$ cat src/rtl/pid_output_limiter.sv
// Output clamp for a PID/first-order controller stage: limits a single-precision value
// to [YMIN, YMAX] with three-cycle step latency and reports saturation for anti-windup.
module pid_output_limiter #(
    parameter int                SINGLE = 32,
    parameter logic [SINGLE-1:0] YMAX   = 32'h3f800000,
    parameter logic [SINGLE-1:0] YMIN   = 32'hbf800000,
    parameter int                CNT_W  = 16
) (
    input  logic              clk,
    input  logic              rst,
    input  logic              rst_user,
    input  logic              sta,
    input  logic [SINGLE-1:0] x,
    output logic [SINGLE-1:0] y,
    output logic              done_sig,
    output logic              sat_hi,
    output logic              sat_lo,
    output logic              nan_err,
    output logic              ovr_err,
    output logic [CNT_W-1:0]  sat_count
);

    localparam logic [SINGLE-1:0] SIGN_BIT = {1'b1, {(SINGLE-1){1'b0}}};

    // -0 collapses onto +0 so both map to the same key and y never shows a negative zero.
    function automatic logic [SINGLE-1:0] norm_f(input logic [SINGLE-1:0] v);
        return (v == SIGN_BIT) ? '0 : v;
    endfunction

    // Flipping negatives and setting the sign of positives makes unsigned order match float order.
    function automatic logic [SINGLE-1:0] key_f(input logic [SINGLE-1:0] v);
        return v[SINGLE-1] ? ~v : (v | SIGN_BIT);
    endfunction

    function automatic logic is_nan_f(input logic [SINGLE-1:0] v);
        return (v[30:23] == 8'hff) && (v[22:0] != '0);
    endfunction

    localparam logic [SINGLE-1:0] KEY_MAX = key_f(norm_f(YMAX));
    localparam logic [SINGLE-1:0] KEY_MIN = key_f(norm_f(YMIN));

    typedef enum logic [1:0] {IDLE, CAP, CMP, OUT} state_t;

    state_t            state_q, state_d;
    logic [SINGLE-1:0] x_q;
    logic [SINGLE-1:0] key_x;
    logic              gt_q, lt_q, nan_q;
    logic [SINGLE-1:0] y_q;
    logic              done_q, hi_q, lo_q, nan_err_q, ovr_q;
    logic [CNT_W-1:0]  cnt_q;
    logic              accept;
    logic              busy;

    assign accept = sta && ((state_q == IDLE) || (state_q == OUT));
    assign busy   = (state_q == CAP) || (state_q == CMP);
    assign key_x  = key_f(x_q);

    // NOTE: sequential state is only ever written with <= so every register samples
    // pre-edge values regardless of the order of statements or processes.
    always_ff @(posedge clk or negedge rst) begin
        if (!rst) begin
            state_q <= IDLE;
        end else if (rst_user) begin
            state_q <= IDLE;
        end else begin
            state_q <= state_d;
        end
    end

    // NOTE: state_d gets its default before the case so no path leaves it unassigned,
    // which would otherwise infer a latch.
    always_comb begin
        state_d = state_q;
        unique case (state_q)
            IDLE:    if (sta) state_d = CAP;
            CAP:     state_d = CMP;
            CMP:     state_d = OUT;
            OUT:     state_d = sta ? CAP : IDLE;
            default: state_d = IDLE;
        endcase
    end

    always_ff @(posedge clk or negedge rst) begin
        if (!rst) begin
            x_q       <= '0;
            gt_q      <= 1'b0;
            lt_q      <= 1'b0;
            nan_q     <= 1'b0;
            y_q       <= '0;
            done_q    <= 1'b0;
            hi_q      <= 1'b0;
            lo_q      <= 1'b0;
            nan_err_q <= 1'b0;
            ovr_q     <= 1'b0;
            cnt_q     <= '0;
        end else if (rst_user) begin
            x_q       <= '0;
            gt_q      <= 1'b0;
            lt_q      <= 1'b0;
            nan_q     <= 1'b0;
            y_q       <= '0;
            done_q    <= 1'b0;
            hi_q      <= 1'b0;
            lo_q      <= 1'b0;
            nan_err_q <= 1'b0;
            ovr_q     <= 1'b0;
            cnt_q     <= '0;
        end else begin
            if (accept) begin
                x_q <= norm_f(x);
            end
            if (state_q == CAP) begin
                gt_q  <= key_x > KEY_MAX;
                lt_q  <= key_x < KEY_MIN;
                nan_q <= is_nan_f(x_q);
            end
            done_q <= (state_q == CMP);
            if (state_q == CMP) begin
                if (nan_q) begin
                    nan_err_q <= 1'b1;
                end else begin
                    hi_q <= gt_q;
                    lo_q <= lt_q;
                    y_q  <= gt_q ? YMAX : (lt_q ? YMIN : x_q);
                    if ((gt_q || lt_q) && (cnt_q != '1)) begin
                        cnt_q <= cnt_q + CNT_W'(1);
                    end
                end
            end
            if (sta && busy) begin
                ovr_q <= 1'b1;
            end
        end
    end

    assign y         = y_q;
    assign done_sig  = done_q;
    assign sat_hi    = hi_q;
    assign sat_lo    = lo_q;
    assign nan_err   = nan_err_q;
    assign ovr_err   = ovr_q;
    assign sat_count = cnt_q;

endmodule

$ cat config.mk
export PLATFORM = sky130hd
export DESIGN_NAME = pid_output_limiter
export DESIGN_NICKNAME = d
export VERILOG_FILES = /design/src/rtl/pid_output_limiter.sv
export SDC_FILE = /design/constraint.sdc
export NUM_CORES = 1
export LEC_CHECK = 0
export CORE_MARGIN = 4
export CORE_UTILIZATION = 38
export CTS_CLUSTER_SIZE = 12
export DETAILED_ROUTE_END_ITERATION = 7
export PLACE_DENSITY = 0.67
export SETUP_SLACK_MARGIN = 0.4
export SYNTH_ARGS = -nofsm -noshare
export SYNTH_HDL_FRONTEND = slang
export SYNTH_SLANG_ARGS = --single-unit
$ cat constraint.sdc
create_clock -name clk -period 2.1 [get_ports clk]
set_input_delay 0.21 -clock clk [delete_from_list [all_inputs] [get_ports clk]]
set_output_delay 0.21 -clock clk [all_outputs]
set_load 0.02 [all_outputs]
==> results_dict.tcl, run 1 <==
set metrics [dict create \
    overflow 0 \
    endpoint_kind "register" \
    hold_path_class "in2async" \
    clkPwrFrac 0.287 \
    tightest_slew_ns 0.441 \
    synth_edf_count 0 \
    skew_ns 0.0143 \
    cts_buffers 9 \
    switching_share 0.296 \
    synth.yosys.seq_area_share 0.530 \
    critPathKind "reg2reg" \
    r2r-end "sat_count[10]$_DFFE_PN0P_" \
    drt_iter0_markers 189 \
    synthArstFlopShare 1.00 \
    vias_per_cell 5.50 \
    p_leak_nw 2.65 \
    finalNetCount 598 \
    rows 38 \
    ioPinCount 89 \
    dpl.hpwl_mm 8.23 \
    dr.pass1.iters 5 \
    max_freq_mhz 549 \
    drive_gt1_frac 0.180 \
    first_global_vias 3741 \
    wl_per_cell_um 17.4 \
    slew_headroom 0.706 \
    ctsHtreeMaxLevel 3 \
    r2r_setup_slack_ns 0.28 \
    syn_to_final_growth_pct 43.8 \
    ff2ff_path_depth 6 \
    grt_max_degree 65 \
    muxShareOfSynthArea 0.0285 \
    hold_viol 0 \
    num_antenna_cells 0 \
    portBuffers 88 \
    setup_viol 0 \
    die_x_um 114 \
    crit_path_start_kind "register" \
    fin_crit_sh 0.868 \
    syn_nets 478 \
    synth_flop_cell "dfrtp_1" \
    worstPathArrival_ns 2.12 \
    clk_latency_ns 0.36 \
    p_sw_mw 1.25 \
    yosys.area_share.adder 0.0147 \
    drt-total-wl_mm 12.2 \
    crit_fanout 5 \
    grt_use_total 0.181 \
    finalCriticalPeriod_ns 1.82 \
    status "completed" \
    p_int_mw 2.98 \
    antenna_found_initial 0 \
    cts-root-buf "clkbuf_8" \
    synth_compound_area_frac 0.173 \
    ant_nets 0 \
    coreArea_um2 10900 \
    yosysWarnings 0 \
    maxCapViolCount 0 \
    clkTransAtPathRegs_ns 0.09 \
    die_y_um 114 \
    ys_seq_elements 90 \
    avgSynthCellArea_um2 9.73 \
    cts_tree "yes" \
    netlist_area_um2 4250 \
    synth-simple-area-share 0.224 \
    worstPathRequired_ns 2.40 \
    clock_sinks 90 \
    routabilityCongestion 0.844 \
    route.detailed.drc 0 \
    rsz0062_at_grt "true" \
    grt_pass1_wl_mm 18.7 \
    combinationalPowerShare 0.240 \
    peakVddDrop_v 0.000296 \
    synth_top_family_by_area "simple AND/OR/NAND/NOR gates" \
    initial_utilization 0.391 \
    ys_types 53 \
    postSynthCellCount 437 \
    clockBufferDepth 2 \
    seqPwrFrac 0.473 \
    power_density_nw_per_um2 693 \
    tns_ns 0 \
    reg2reg_from "sat_count[0]$_DFFE_PN0P_" \
    maxSlewViolCount 0 \
    num_vias 3859 \
    synthXorXnorAreaFrac 0 \
    die_area_um2 12900 \
    final_util 0.562 \
]
state kept, by name (all words and copies together) (netlist names), 2 cells and up:
register,cells
sat_count,16
state_q,2
x_q,32
y,32
final cells by class:
class	count	area, µm²
fillers	939	4770
flip-flops and latches	90	2260
multi-input cells	314	2090
repair buffers	132	1350
well taps	140	175
clock buffers	14	163
inverters	10	37.5
clock inverters	2	35.0
kinds of logic (layout without fill, tap and decap cells):
group	Yosys count	in the layout
AND/OR/NAND/NOR	192	192
AO/OA/AOI/OAI	106	106
flip-flops	90	90
buffers and inverters	33	158
multiplexers	11	11
adder cells (fa/ha/maj)	5	5
power by group through the flow:
| stage | sequential, mW | combinational, mW | clock [mW] |
|---|---|---|---|
| after global placement | 2.04 | 0.788 | 0 |
| final | 2.01 | 1.02 | 1.21 |
| after CTS | 2.01 | 0.877 | 1.23 |
| after detailed placement | 2.04 | 0.807 | 0 |
| after global routing | 2.02 | 1.11 | 1.31 |
| after floorplan | 2.06 | 0.381 | 0 |
per-layer routing:
layer / part of all wire / global-route usage / vias up
met5: 0 / 0 / -
met4: 0.020 / 0.0451 / 0
met3: 0.061 / 0.0467 / 21
met2: 0.50 / 0.309 / 140
met1: 0.42 / 0.230 / 1874
li1: - / - / 1824
worst max-delay path: stages, from the launching register on:
cell,delay [ns]
dfrtp_2,0.42
ha_4,0.15
nand2_4,0.06
or3_4,0.44
buf_12,0.16
or4_4,0.41
a21oi_2,0.12
layout by cell type, fill, tap and decap left out, types with 3 or more instances in the layout:
master,instances
buf_6,4
nor2_1,32
o21ai_0,31
or4_4,4
clkdlybuf4s50_1,79
mux2_1,6
buf_4,32
inv_2,3
inv_1,6
mux2_4,3
buf_12,5
clkbuf_16,3
nand4_1,5
and3_1,4
clkbuf_8,11
a22o_1,24
nor4_1,9
dlymetal6s2s_1,6
o22ai_1,10
nor2b_1,11
or2_1,3
nor3_1,7
o41ai_1,5
a21oi_1,10
nand2_1,79
nand3_1,10
ha_4,4
a31oi_1,4
dfrtp_1,85
dfrtp_2,5
a211oi_2,4
clkbuf_1,3
synthesized netlist by cell type (3+ instances only):
library cell   n  area (µm²)
dfrtp_1       90        2250
nand2_1       80         300
nor2_1        33         124
o21ai_0       33         165
a22o_1        24         210
clkbuf_1      17        63.8
a21oi_1       12        60.1
nor2b_1       12        75.1
nor4_1        12        75.1
nand3_1       11        55.1
o22ai_1       10        62.6
inv_1          9        33.8
mux2_1         9         101
nor3_1         7        35.0
a211oi_1       6        45.0
ha_1           5        62.6
nand4_1        5        31.3
o41ai_1        5        43.8
or4_1          5        37.5
a31oi_1        4        25.0
and3_1         4        25.0
or3_1          4        25.0
buf_1          3        11.3
or2_1          3        18.8
worst max-delay path by stage:
stage                             startpoint                   endpoint  cells past startpoint  slack [ns]
floorplan           sat_count[1]$_DFFE_PN0P_   sat_count[8]$_DFFE_PN0P_                      6        0.28
global placement      state_q[0]$_DFFE_PN0P_   sat_count[8]$_DFFE_PN0P_                      6        0.17
detailed placement    state_q[0]$_DFFE_PN0P_   sat_count[8]$_DFFE_PN0P_                      6        0.08
CTS                   state_q[0]$_DFFE_PN0P_   sat_count[8]$_DFFE_PN0P_                      6        0.24
global route          state_q[0]$_DFFE_PN0P_   sat_count[6]$_DFFE_PN0P_                      7        0.22
finish              sat_count[0]$_DFFE_PN0P_  sat_count[10]$_DFFE_PN0P_                      6        0.28
stage by stage:
stage	power [mW]	hold WS [ns]	cells	setup WS, ns	instance area, µm²
3_3_place_gp	2.83	0.182	661	0.174	5480
5_1_grt	4.44	0.346	702	0.218	6110
6_report	4.24	0.326	702	0.277	6110
2_1_floorplan	2.44	-0.0856	437	0.283	4330
4_1_cts	4.11	0.327	690	0.238	5870
3_5_place_dp	2.85	0.188	661	0.0773	5480
what timing repair did:
item / CTS / global route
setup buffers: 12 / 9
cloned: 0 / 3
endpoints found under the hold margin: 31 / 0
hold buffers: 1 / 0
gates resized for setup: 20 / 25
endpoints found under the setup margin: 42 / 78
pin swaps: 7 / 10
No activity file was read; power rests on OpenSTA's default activity.
==> run 2: changes to the inputs <==
Settings changed: CORE_MARGIN 4 to not set.
==> run 2 against run 1 <==
Against the previous run:
- final cell count is 0.43% lower
- hold slack improved by 0.031 ns
- utilization down 0.45 points
- sequential cell count stayed put
- power grew 0.66%
- highest routed layer unchanged
==> results_dict.tcl, run 2 (synthesis results as in run 1) <==
set metrics [dict create \
    status "completed" \
    place_ws_ns 0.120 \
    hold_viol 0 \
    grt_max_degree 65 \
    maxCapViolCount 0 \
    hold_path_class "in2async" \
    cts_buffers 9 \
    tns_ns 0 \
    setup_viol 0 \
    cts_tree "yes" \
    coreArea_um2 10900 \
    clk_latency_ns 0.37 \
    rows 38 \
    initial_utilization 0.391 \
    drive_gt1_frac 0.182 \
    drt_iter0_markers 161 \
    skew_ns 0.00768 \
    slowest_delay_ns 0.46 \
    routabilityCongestion 0.815 \
    p_leak_nw 2.61 \
    rsz0062_at_grt "true" \
    dr.pass1.iters 4 \
    finalNetCount 595 \
    dpl.hpwl_mm 7.85 \
    worstPathArrival_ns 2.07 \
    finalWorstSetupSlack_ns 0.291 \
    clkTransAtPathRegs_ns 0.10 \
    route.detailed.drc 0 \
    overflow 0 \
    drt-total-wl_mm 11.8 \
    die_area_um2 11600 \
    crit_fanout 8 \
    ff2ff_path_depth 6 \
    grt.busiest_layer "met2" \
    fin_crit_sh 0.861 \
    antenna_found_initial 0 \
    syn_to_final_growth_pct 42.6 \
    use_met2 0.324 \
    ioPinCount 89 \
    cts-root-buf "clkbuf_8" \
    grt_use_total 0.202 \
    use_met3 0.0339 \
    tightest_slew_ns 0.553 \
    finalCriticalPeriod_ns 1.81 \
    grt_pass1_wl_mm 18.0 \
    num_vias 3868 \
    max_freq_mhz 553 \
    critPathKind "reg2reg" \
    clockBufferDepth 2 \
    vias_per_cell 5.53 \
    final_cell_mix "dfrtp_1 (82), clkdlybuf4s50_1 (81), nand2_1 (79), nor2_1 (32), buf_4 (32)" \
    path_buf_inv 1 \
    ctsHtreeMaxLevel 3 \
    crit_path_start_kind "register" \
    die_y_um 108 \
    cp_cell_sequence "inv_2 > ha_4 > nand2b_4 > or3_4 > a2111oi_4 > mux2_4" \
    portBuffers 88 \
    cp_num_cells 6 \
    crit_slowest_cell "or3_4" \
    maxSlewViolCount 0 \
    peakVddDrop_v 0.000360 \
    cp_top_family "simple AND/OR/NAND/NOR gates" \
    power_density_nw_per_um2 703 \
    ant_nets 0 \
    gr-usage-met1 0.272 \
    endpoint_kind "register" \
    die_x_um 108 \
    slew_headroom 0.631 \
    clock_sinks 90 \
    fillers 965 \
    final_common_cell "dfrtp_1" \
    first_global_vias 3580 \
    wl_per_cell_um 16.9 \
    num_antenna_cells 0 \
    totalPowerFinal_mw 4.27 \
    worstPathRequired_ns 2.36 \
]
## run 2: path summary, 6_finish.rpt
check	start	slack, ns	to
max in group asynchronous	rst	1.07	x_q[9]$_DFFE_PN0P_
setup reg to reg	state_q[0]$_DFFE_PN0P_	0.29	sat_count[8]$_DFFE_PN0P_
hold / removal	rst	0.36	sat_count[12]$_DFFE_PN0P_
hold reg to reg	y[11]$_DFFE_PN0P_	0.51	y[11]$_DFFE_PN0P_
setup / recovery	state_q[0]$_DFFE_PN0P_	0.29	sat_count[8]$_DFFE_PN0P_
min in group clk	x[22]	0.43	x_q[22]$_DFFE_PN0P_
## run 2: worst register-to-register path, stage by stage, from the launching register on
cell	delay (ns)
dfrtp_1	0.40
inv_2	0.08
ha_4	0.15
nand2b_4	0.06
or3_4	0.46
a2111oi_4	0.23
mux2_4	0.33
## run 2: per-layer routing
metal | up-vias | part of all wire
met1 | 1892 | 0.44
li1 | 1821 | -
met2 | 135 | 0.49
met5 | - | 0
met4 | 0 | 0.020
met3 | 20 | 0.057
## run 2: metrics by stage
stage	std cells	hold slack (ns)	util	instance area, µm²
floorplan	437	-0.0856	-	4330
global route	699	0.423	0.557	6070
global placement	660	0.228	0.502	5470
CTS	687	0.366	0.535	5820
finish	699	0.357	0.557	6070
detailed placement	660	0.233	0.502	5470
## run 2: what timing repair did
action / in CTS / in global routing
endpoints found under the setup margin: 43 / 76
setup buffers: 10 / 8
pin swaps: 6 / 12
resized for setup: 19 / 24
endpoints found under the hold margin: 40 / 0
cloned: 0 / 4
hold buffers: 1 / 0
## run 2: final cells by class
type | count | area (µm²) | area share
Clock inverter | 7 | 76.3 | 0.0126
Inverter | 10 | 37.5 | 0.00619
Clock buffer | 9 | 124 | 0.0204
Multi-Input combinational cell | 314 | 2080 | 0.343
Timing Repair Buffer | 129 | 1310 | 0.216
Tap cell | 140 | 175 | 0.0289
Sequential cell | 90 | 2260 | 0.373
## run 2: power by group
part	switching, mW	internal (mW)
clock	0.671	0.558
sequential	0.142	1.87
combinational	0.524	0.502
total	1.34	2.93
==> run 3: changes to the inputs <==
Settings changed: PLACE_DENSITY 0.67 to 0.64.
Clock period 2.1 ns to 2.4 ns, I/O delays scaled along.
==> run 3 against run 2 <==
Against the previous run:
- wire length decreased by 7.2%
- largest power group unchanged
- power down 18%
- die area did not move
- global-route usage fell by 0.11 points
- critical endpoint unchanged
- final area down 7.9%
==> results_dict.tcl, run 3 (synthesis results as in run 1) <==
set metrics [dict create \
    clock_sinks 90 \
    ioPinCount 89 \
    clockBufferDepth 2 \
    skew_ns 0.0113 \
    antenna_found_initial 0 \
    regArea_um2 2250 \
    maxCapViolCount 0 \
    crit_path_start_kind "register" \
    max_freq_mhz 503 \
    vias_per_cell 5.38 \
    initial_utilization 0.391 \
    hold_viol 0 \
    peakVddDrop_v 0.000275 \
    clkTransAtPathRegs_ns 0.10 \
    overflow 0 \
    dr_wl_met3_um 410 \
    dr.pass1.iters 4 \
    worstPathRequired_ns 2.64 \
    worstPathArrival_ns 2.23 \
    finalNetCount 570 \
    die_area_um2 11600 \
    cts_tree "yes" \
    die_y_um 108 \
    final_common_cell "dfrtp_1" \
    power_density_nw_per_um2 625 \
    final_cell_mix "dfrtp_1 (89), clkdlybuf4s50_1 (87), nand2_1 (79), nor2_1 (33), o21ai_0 (33)" \
    wl_per_cell_um 16.2 \
    routabilityCongestion 0.831 \
    rows 38 \
    ant_nets 0 \
    ctsHtreeMaxLevel 3 \
    coreArea_um2 10900 \
    grt_use_total 0.201 \
    setup_viol 0 \
    fillers 1023 \
    tns_ns 0 \
    maxSlewViolCount 0 \
    tightest_slew_ns 0.533 \
    endpoint_kind "register" \
    num_vias 3623 \
    fin_hold_ws_ns 0.457 \
    routed.top_layer "met4" \
    drt-total-wl_mm 10.9 \
    drive_gt1_frac 0.0861 \
    crit_fanout 7 \
    grt_max_degree 91 \
    dpl.hpwl_mm 7.72 \
    wl_met2_mm 5.30 \
    status "completed" \
    totalPowerFinal_mw 3.49 \
    portBuffers 88 \
    cts_buffers 9 \
    route.detailed.drc 0 \
    final_util 0.513 \
    slew_headroom 0.641 \
    hold_path_class "in2async" \
    drt_iter0_markers 135 \
    critPathKind "reg2reg" \
    fin_crit_sh 0.828 \
    finalCriticalPeriod_ns 1.99 \
    syn_to_final_growth_pct 31.4 \
    p_leak_nw 2.33 \
    cts-root-buf "clkbuf_8" \
    grt_pass1_wl_mm 17.9 \
    num_antenna_cells 0 \
    die_x_um 108 \
    multi_input_area_um2 1910 \
    clk_latency_ns 0.36 \
    rsz0062_at_grt "true" \
    wl_met1_mm 4.99 \
    first_global_vias 3604 \
]
run 3: changes by cell type in the layout (fill, tap and decap cells not counted), moves of 6 or more:
cell / delta
buf_4: -18
dfrtp_2: -7
clkdlybuf4s50_1: +6
dfrtp_1: +7
run 3: worst paths after layout:
path	start	end	slack (ns)	cells past startpoint
worst max-delay path	sat_count[0]$_DFFE_PN0P_	sat_count[8]$_DFFE_PN0P_	0.41	5
worst min-delay path	rst	sat_count[13]$_DFFE_PN0P_	0.46	3
worst max register to register	sat_count[0]$_DFFE_PN0P_	sat_count[8]$_DFFE_PN0P_	0.41	5
worst min register to register	sat_count[13]$_DFFE_PN0P_	sat_count[13]$_DFFE_PN0P_	0.51	1
max in group asynchronous	rst	y[7]$_DFFE_PN0P_	1.58	3
min in group clk	x[4]	x_q[4]$_DFFE_PN0P_	0.46	3
run 3: worst max-delay path, cell delays in order, from the launching register on:
cell and delay (ns):
dfrtp_1 0.42, ha_1 0.21, nand2_2 0.09, or3_4 0.46, a2111oi_4 0.33, mux2_1 0.35
run 3: layout make-up:
class / instances / share of cell area
clock inverters: 6 / 0.0121
repair buffers: 104 / 0.182
inverters: 10 / 0.00672
multi-input cells: 314 / 0.342
flip-flops and latches: 90 / 0.403
clock buffers: 10 / 0.0228
well taps: 140 / 0.0313
run 3: power by group:
| group | total, mW | switching, mW | internal [mW] |
|---|---|---|---|
| logic | 0.670 | 0.370 | 0.300 |
| registers | 1.77 | 0.137 | 1.63 |
| clock network | 1.05 | 0.570 | 0.484 |
| total | 3.49 | 1.08 | 2.42 |
run 3: what timing repair did:
action,in CTS,in global routing
resized for setup,2,3
setup endpoints to repair,6,7
setup buffers,1,2
hold buffers,1,0
pin swaps,0,1
endpoints found under the hold margin,90,0
run 3: stage by stage:
step	std cells	area (µm²)	worst slack [ns]
2_1_floorplan	437	4270	0.403
3_3_place_gp	654	5340	0.289
3_5_place_dp	654	5340	0.253
4_1_cts	672	5560	0.405
5_1_grt	674	5590	0.358
6_report	674	5590	0.414
run 3: metal layers:
layer / vias to the layer above / global-route usage
li1: 1766 / -
met1: 1748 / 0.264
met2: 90 / 0.329
met3: 19 / 0.0357
met4: 0 / 0.0763
met5: - / 0
